File: src/rtl/mac_tx_framer_pkg.sv
// Shared types and constants for the MAC TX framer: FSM state encoding,
// the preamble/start block pattern and the byte-mask helpers.
package mac_tx_pkg;

  typedef enum logic [2:0] {
    IDLE = 3'd0,
    DATA = 3'd1,
    TERM = 3'd2,
    IPG  = 3'd3,
    DROP = 3'd4
  } mac_tx_state_e;

  localparam logic [63:0] START_BLK = 64'hD555_5555_5555_55FB;
  localparam logic [7:0]  KEEP_FULL = 8'hFF;

  // True for a non-empty mask whose set bits run contiguously from byte 0.
  function automatic logic keep_contig(input logic [7:0] keep);
    return (keep != 8'h00) && ((keep & (keep + 8'h01)) == 8'h00);
  endfunction

endpackage

File: src/rtl/mac_tx_framer.sv
// Frame-stream to per-block PCS control framer (start/data/term/idle/error).
// Optional macro MAC_TX_ERR_EN turns s_err_i beats into error blocks.
module mac_tx_framer
  import mac_tx_pkg::*;
#(
  parameter int DATA_W  = 64,
  parameter int KEEP_W  = DATA_W / 8,
  parameter int IPG_BLK = 1
) (
  input  logic              clk,
  input  logic              reset,
  input  logic              s_valid_i,
  input  logic [DATA_W-1:0] s_data_i,
  input  logic [KEEP_W-1:0] s_keep_i,
  input  logic              s_last_i,
  input  logic              s_err_i,
  output logic              s_ready_o,
  input  logic              ready_i,
  output logic              ctrl_v_o,
  output logic              idle_v_o,
  output logic              start_v_o,
  output logic              term_v_o,
  output logic              err_v_o,
  output logic [DATA_W-1:0] data_o,
  output logic [KEEP_W-1:0] keep_o,
  output mac_tx_state_e     dbg_state_o
);

  localparam int CW = $clog2(IPG_BLK + 1);

  mac_tx_state_e     r_state;
  logic [CW-1:0]     r_ipg_cnt;
  logic              r_ctrl;
  logic              r_idle;
  logic              r_start;
  logic              r_term;
  logic              r_err;
  logic [DATA_W-1:0] r_data;
  logic [KEEP_W-1:0] r_keep;

  logic w_src_err;
  logic w_keep_full;
  logic w_keep_bad;

`ifdef MAC_TX_ERR_EN
  assign w_src_err = s_err_i;
`else
  logic w_unused_err;
  assign w_src_err    = 1'b0;
  assign w_unused_err = s_err_i;
`endif

  assign w_keep_full = (s_keep_i == KEEP_FULL);
  // Last beat needs a low-first contiguous mask; every other beat must be full.
  assign w_keep_bad  = s_last_i ? !keep_contig(s_keep_i) : !w_keep_full;

  // Handshake: a source beat transfers on a cycle where s_valid_i & s_ready_o.
  // s_ready_o depends only on ready_i and state, never on s_valid_i; when
  // ready_i is low nothing transfers and every register holds.
  assign s_ready_o = ready_i && (r_state == DATA || r_state == DROP);

  always_ff @(posedge clk) begin
    if (reset) begin
      r_state   <= IDLE;
      r_ipg_cnt <= '0;
      r_ctrl    <= 1'b1;
      r_idle    <= 1'b1;
      r_start   <= 1'b0;
      r_term    <= 1'b0;
      r_err     <= 1'b0;
      r_data    <= '0;
      r_keep    <= '0;
    end else if (ready_i) begin
      // Idle block unless a state below overrides it.
      r_ctrl  <= 1'b1;
      r_idle  <= 1'b1;
      r_start <= 1'b0;
      r_term  <= 1'b0;
      r_err   <= 1'b0;
      r_data  <= '0;
      r_keep  <= '0;
      case (r_state)
        IDLE: begin
          if (s_valid_i) begin
            r_idle  <= 1'b0;
            r_start <= 1'b1;
            r_data  <= START_BLK;
            r_state <= DATA;
          end
        end
        DATA: begin
          if (!s_valid_i || w_src_err || w_keep_bad) begin
            r_idle <= 1'b0;
            r_err  <= 1'b1;
            if (s_valid_i && s_last_i) begin
              r_state   <= IPG;
              r_ipg_cnt <= CW'(IPG_BLK);
            end else begin
              r_state <= DROP;
            end
          end else if (!s_last_i || w_keep_full) begin
            r_ctrl <= 1'b0;
            r_idle <= 1'b0;
            r_data <= s_data_i;
            if (s_last_i) r_state <= TERM;
          end else begin
            r_idle    <= 1'b0;
            r_term    <= 1'b1;
            r_data    <= s_data_i;
            r_keep    <= s_keep_i;
            r_state   <= IPG;
            r_ipg_cnt <= CW'(IPG_BLK);
          end
        end
        TERM: begin
          r_idle    <= 1'b0;
          r_term    <= 1'b1;
          r_state   <= IPG;
          r_ipg_cnt <= CW'(IPG_BLK);
        end
        IPG: begin
          if (r_ipg_cnt <= CW'(1)) begin
            r_ipg_cnt <= '0;
            r_state   <= IDLE;
          end else begin
            r_ipg_cnt <= r_ipg_cnt - CW'(1);
          end
        end
        DROP: begin
          if (s_valid_i && s_last_i) begin
            r_state   <= IPG;
            r_ipg_cnt <= CW'(IPG_BLK);
          end
        end
        default: r_state <= IDLE;
      endcase
    end
  end

  assign ctrl_v_o    = r_ctrl;
  assign idle_v_o    = r_idle;
  assign start_v_o   = r_start;
  assign term_v_o    = r_term;
  assign err_v_o     = r_err;
  assign data_o      = r_data;
  assign keep_o      = r_keep;
  assign dbg_state_o = r_state;

endmodule

File: config.mk
export PLATFORM = sky130hd
export DESIGN_NAME = mac_tx_framer
export DESIGN_NICKNAME = d
export VERILOG_FILES = /design/src/rtl/mac_tx_framer_pkg.sv /design/src/rtl/mac_tx_framer.sv
export SDC_FILE = /design/constraint.sdc
export NUM_CORES = 1
export LEC_CHECK = 0
export CAP_MARGIN = 20
export CORE_MARGIN = 8
export CORE_UTILIZATION = 45
export DETAILED_ROUTE_END_ITERATION = 10
export GPL_TIMING_DRIVEN = 0
export PLACE_DENSITY = 0.86
export SYNTH_ARGS = -nofsm -noshare
export SYNTH_HDL_FRONTEND = slang
export SYNTH_SLANG_ARGS = --single-unit
File: constraint.sdc
create_clock -name clk -period 3.25 [get_ports clk]
set_input_delay 0.65 -clock clk [delete_from_list [all_inputs] [get_ports clk]]
set_output_delay 0.65 -clock clk [all_outputs]
set_load 0.1 [all_outputs]
==> results.cfg, run 1 <==
[run_status]
status = complete, no violations

[power]
power_mw = 2.40
cellLeakagePower_nw = 1.83
pwr_density_cell_nw_per_um2 = 450
max-vdd-ir-drop_mv = 0.248

[detailed_routing]
wl_per_cell_um = 17.9
vias = 3206
vias_per_cell = 5.33
first_pass_iters = 4
ant_nets = 0
wirelength_um = 10800
drc = 0
drtIter0Drc = 132

[clock_network]
post_cts_buffers = 0
htree_num_levels = 3
clock_sinks = 80
cts_buffers = 9
clk_path_buf_depth = 2
cts_hold_buf = 0
cts_root_buf = clkbuf_8
cts.clk_slew.worst_paths_ps = 80
insertion_delay_ps = 340
cts_tree = built

[worst_setup_path]
crit_fanout = 10
critPathRequiredTime_ps = 2600
critical_path.top_delay_family = buffers and inverters
startpoint_type = input port
critPathCaptureType = output pin
crit_type = in2out
slowest_stage = clkbuf_4
crit_chain = clkbuf_1, clkinv_1, clkbuf_1, buf_2, nor3_4, clkbuf_4
critPathMaxStageDelay_ps = 360
path_buf_inv = 5
crit_top_cell = clkbuf_1
cp.arrival_ps = 2450

[timing]
rsz0062_at_grt = no
fin_skew_ps = 8.55
setup-violations-final = 0
period_needed_ps = 3100
drv_slew = 0
hold_viol = 0
slew_headroom_pct = 32.7
worst_slew_pin_slew_ps = 1010
fmax_mhz = 323
fin_crit_sh_pct = 95.4

[logic_synthesis]
synth_edf_count = 0
yosys_register_bits = 80
syn_inst = 328
yosysTopAreaCell = dfxtp_1
yosysMostFrequentCell = dfxtp_1
netlist_top_cells_area = dfxtp_1, a22oi_2, a221oi_2, nor2_2, nor2_1
syn_nets = 406
ys_seq_area_share_pct = 46.5
synth_common_cells = dfxtp_1, nor2_2, nor2_1
synth_area_per_cell_um2 = 10.5
synth.cell_area_um2 = 3440
synthArstFlopShare_pct = 0
yosysUniqueCellTypes = 43
ys_warn_count = 0
synthFlopType = dfxtp_1
synth_top_area_share_pct = 46.5

[global_route]
grt_max_degree = 15
grt_pass1_wl_um = 16200
antenna_found_initial = 0
grt_overflow = 0
grt_pass1_vias = 3211
grt_usage_pct = 19.5

[placed_design]
portBuffers = 154
dpl.cell_count = 584
dp_hpwl_um = 8240
place_congestion = 0.832

[die]
dieArea_um2 = 10700
die_h_um = 103
fp-row-count = 32
die_x_um = 103
core_area_um2 = 7570
initial_core_util_pct = 45.5
ios = 159

[finish]
syn2layout_area_growth_pct = 54.9
final_nets = 572
drive_gt1_share_pct = 24.8
nFillCells = 581
antennaDiodeCount = 0
stdcell_count = 601

[min_path]
hp-class = reg2reg

[job]
maxCapViolations = 0
[through the flow]
step	area, µm²	hold WS [ps]	TNS [ps]	utilization [%]	setup WS, ps
after floorplan	3450	778	0	-	337
after global placement	5120	444	-682	67.7	-682
after detailed placement	5120	453	-644	67.7	-644
after CTS	5320	463	0	70.3	62.6
after global routing	5330	489	0	70.5	53.2
final	5330	464	0	70.5	151
[tightest hold or removal path, cell delays in order (launching register included)]
cell	delay, ps
dfxtp_1	320
nand2_1	50
a21oi_1	50
[power breakdown]
| group | total, mW | internal (mW) | switching (mW) |
|---|---|---|---|
| Combinational | 0.610 | 0.202 | 0.408 |
| Sequential | 1.04 | 1.01 | 0.0230 |
| Clock | 0.753 | 0.379 | 0.374 |
[layout make-up]
| type | instances | area (µm²) | share of cell area [%] |
|---|---|---|---|
| Clock inverter | 6 | 66.3 | 1.24 |
| Multi-Input combinational cell | 208 | 1630 | 30.6 |
| Inverter | 6 | 22.5 | 0.422 |
| Tap cell | 102 | 128 | 2.39 |
| Clock buffer | 10 | 138 | 2.58 |
| Sequential cell | 80 | 1600 | 30.0 |
| Timing Repair Buffer | 155 | 1550 | 29.0 |
| Buffer | 34 | 200 | 3.75 |
[cells in the final DEF, fill, tap and decap left out, drive strengths merged, types with 2 or more instances in the layout]
cell / Yosys / layout
a211oi: 2 / 2
a21oi: 13 / 13
a221oi: 36 / 36
a22oi: 28 / 28
a31oi: 2 / 2
buf: 17 / 18
clkbuf: 17 / 28
clkdlybuf4s50: 0 / 153
clkinv: 1 / 5
dfxtp: 80 / 80
inv: 5 / 6
nand2: 11 / 11
nand2b: 3 / 3
nand3: 6 / 6
nand4: 3 / 3
nor2: 71 / 71
nor2b: 2 / 2
nor3: 3 / 3
nor3b: 2 / 2
nor4: 2 / 2
o211ai: 2 / 2
o21ai: 4 / 4
or2: 2 / 2
or3: 2 / 2
xnor2: 2 / 2
[final timing paths]
check            startpoint         end  slack [ps]  cells past startpoint
max                 ready_i   s_ready_o         150                      6
max reg2reg  dbg_state_o[2]  data_o[20]         930                      6
min reg2reg       keep_o[4]   keep_o[4]         460                      2
min               keep_o[4]   keep_o[4]         460                      2
[layer usage]
layer  GRT usage, %  wire [µm]  up-vias  part of all wire, %
li1               -          -     1539                    -
met3           5.42        848       16                  7.9
met2           33.6       5450      116                   51
met5              0          0        -                    0
met1           22.3       4250     1535                   40
met4           7.79        211        0                  2.0
[flip-flops by register name, summed over array words and instances, names as in the netlist]
| signal | flops |
|---|---|
| err_v_o | 1 |
| dbg_state_o | 3 |
| idle_v_o | 1 |
| data_o | 64 |
| ctrl_v_o | 1 |
| term_v_o | 1 |
| keep_o | 8 |
| start_v_o | 1 |
[cells by family after synthesis]
family	count (synthesis)	synth area share (%)
flops	80	46.5
compound gates	97	29.5
buf+inv	40	6.47
simple gates	108	16.8
xor+xnor	2	0.509
mux	1	0.291
[what timing repair did]
action / 4_1_cts / 5_1_grt
gates resized for setup: 5 / 1
hold endpoints to repair: 0 / 0
endpoints found under the setup margin: 1 / 1
(Power assumes the default switching activity.)
==> run 2, diff against run 1 <==
--- a/config.mk
+++ b/config.mk
@@ -10,6 +10,7 @@
 export CORE_UTILIZATION = 45
 export DETAILED_ROUTE_END_ITERATION = 10
 export GPL_TIMING_DRIVEN = 0
+export HOLD_SLACK_MARGIN = 0.1
 export PLACE_DENSITY = 0.86
 export SYNTH_ARGS = -nofsm -noshare
 export SYNTH_HDL_FRONTEND = slang
==> results of run 2 <==
The final DEF is identical to that of run 1; final timing and power are the same.
==> run 3, diff against run 2 <==
==> constraint.sdc (replaced) <==
create_clock -name clk -period 3.6 [get_ports clk]
set_input_delay 0.72 -clock clk [delete_from_list [all_inputs] [get_ports clk]]
set_output_delay 0.72 -clock clk [all_outputs]
set_load 0.1 [all_outputs]
==> run 3 against run 2 <==
Effect of this change:
- first-iteration DRC count decreased by 45%
- clock skew down 2.6 ps
- hold slack improved by 2.4 ps
- worst setup slack gained 4.3 ps
- cell count fell by 0.17%
- non-clock buffer count did not move
- core utilization is 0.18 points higher
- die area is the same
- critical path type unchanged
- largest cell class unchanged
- highest routed layer unchanged
==> results.cfg, run 3 (synthesized netlist as in run 1, its figures left out) <==
[power]
seq_power_share_pct = 42.3
cellLeakagePower_nw = 1.84
power_mw = 2.21
p_int_mw = 1.52
clkPwrFrac_pct = 32.9
swShare_pct = 31.2
max-vdd-ir-drop_mv = 0.287
pwr_density_cell_nw_per_um2 = 414
p_comb_share_pct = 24.8
switchingPower_mw = 0.691

[placed_design]
place_area_um2 = 5120
place_congestion = 0.885
portBuffers = 154
post-place-ws_ps = -421
dpl.cell_count = 584
dp_hpwl_um = 7940

[detailed_routing]
ant_nets = 0
vias_per_cell = 5.27
vias = 3160
drtIter0Drc = 72
wl_per_cell_um = 17.5
wirelength_um = 10500
drc = 0
first_pass_iters = 4

[timing]
drv_slew = 0
rsz0062_at_grt = no
period_needed_ps = 3450
fmax_mhz = 290
setup-violations-final = 0
setup_ws_ps = 155
hold_viol = 0
slew_headroom_pct = 32.0
fin_skew_ps = 5.97
worst_slew_pin_slew_ps = 1020
fin_crit_sh_pct = 95.7

[clock_network]
clk_path_buf_depth = 2
cts.clk_slew.worst_paths_ps = 80
cts_tree = built
htree_num_levels = 3
cts_buffers = 9
post_cts_resized = 3
cts_root_buf = clkbuf_8
clock_sinks = 80
cts_hold_buf = 0
insertion_delay_ps = 330
post_cts_buffers = 0

[finish]
stdcell_count = 600
largest_reg_flops = 64
final_common_cell = clkdlybuf4s50_1
drive_gt1_share_pct = 24.5
nFillCells = 595
layout_common_cells = clkdlybuf4s50_1, dfxtp_1, nor2_2
post-route-util_pct = 70.7
syn2layout_area_growth_pct = 55.3
fin_area_um2 = 5350
antennaDiodeCount = 0
final_nets = 572

[global_route]
grt_pass1_wl_um = 16400
grt_overflow = 0
grt_usage_pct = 19.5
grt_pass1_vias = 3272
grt_max_degree = 13
antenna_found_initial = 0

[worst_setup_path]
crit_type = in2out
critPathMaxStageDelay_ps = 580
critical_path.top_delay_family = buffers and inverters
crit_top_cell = clkbuf_1
crit_chain = clkbuf_1, clkinv_1, clkbuf_1, buf_2, nor3_2, clkdlybuf4s15_2
slowest_stage = clkdlybuf4s15_2
crit_fanout = 10
cp.arrival_ps = 2730
critPathCaptureType = output pin
startpoint_type = input port
critPathRequiredTime_ps = 2880
path_buf_inv = 5

[die]
fp-row-count = 32
ios = 159
initial_core_util_pct = 45.5
dieArea_um2 = 10700
die_x_um = 103
die_h_um = 103
core_area_um2 = 7570

[job]
maxCapViolations = 0

[run_status]
status = complete, no violations

[min_path]
hp-class = reg2reg
==> run 3: power groups by stage <==
stage	clock, mW	combinational (mW)	sequential [mW]
4_1_cts	0.748	0.549	0.936
3_3_place_gp	0	0.543	0.955
3_5_place_dp	0	0.548	0.957
2_1_floorplan	0	0.140	1.18
6_report	0.728	0.549	0.936
5_1_grt	0.779	0.574	0.940
==> run 3: worst paths after layout <==
| path | depth (start not counted) | to | startpoint | slack [ps] |
|---|---|---|---|---|
| setup / recovery | 6 | s_ready_o | ready_i | 150 |
| hold / removal | 2 | keep_o[3] | keep_o[3] | 470 |
| setup reg to reg | 6 | data_o[8] | dbg_state_o[2] | 1380 |
| hold reg to reg | 2 | keep_o[3] | keep_o[3] | 470 |
==> run 3: per-stage QoR <==
| step | hold WS [ps] | TNS, ps |
|---|---|---|
| floorplan | 848 | 0 |
| global placement | 441 | -459 |
| detailed placement | 460 | -421 |
| CTS | 470 | 0 |
| global route | 495 | 0 |
| finish | 466 | 0 |
==> run 3: layout make-up <==
| cell class | instances | area (µm²) | area share [%] |
|---|---|---|---|
| Tap cell | 102 | 128 | 2.39 |
| Sequential cell | 80 | 1600 | 30.0 |
| Timing Repair Buffer | 155 | 1550 | 29.0 |
| Clock inverter | 3 | 65.1 | 1.22 |
| Clock buffer | 12 | 155 | 2.90 |
| Buffer | 34 | 200 | 3.74 |
| Multi-Input combinational cell | 208 | 1620 | 30.4 |
| Inverter | 6 | 22.5 | 0.421 |
==> run 3: layer usage <==
layer	part of all wire [%]	routed length [µm]	track usage [%]
met2	50	5290	33.9
met3	8.6	905	5.22
met1	40	4190	22.9
met5	0	0	0
met4	0.98	103	5.23
==> run 3: worst min-delay path, stage by stage, from the launching register on <==
cell and delay, ps:
dfxtp_1 320, nand2_1 60, a21oi_1 50
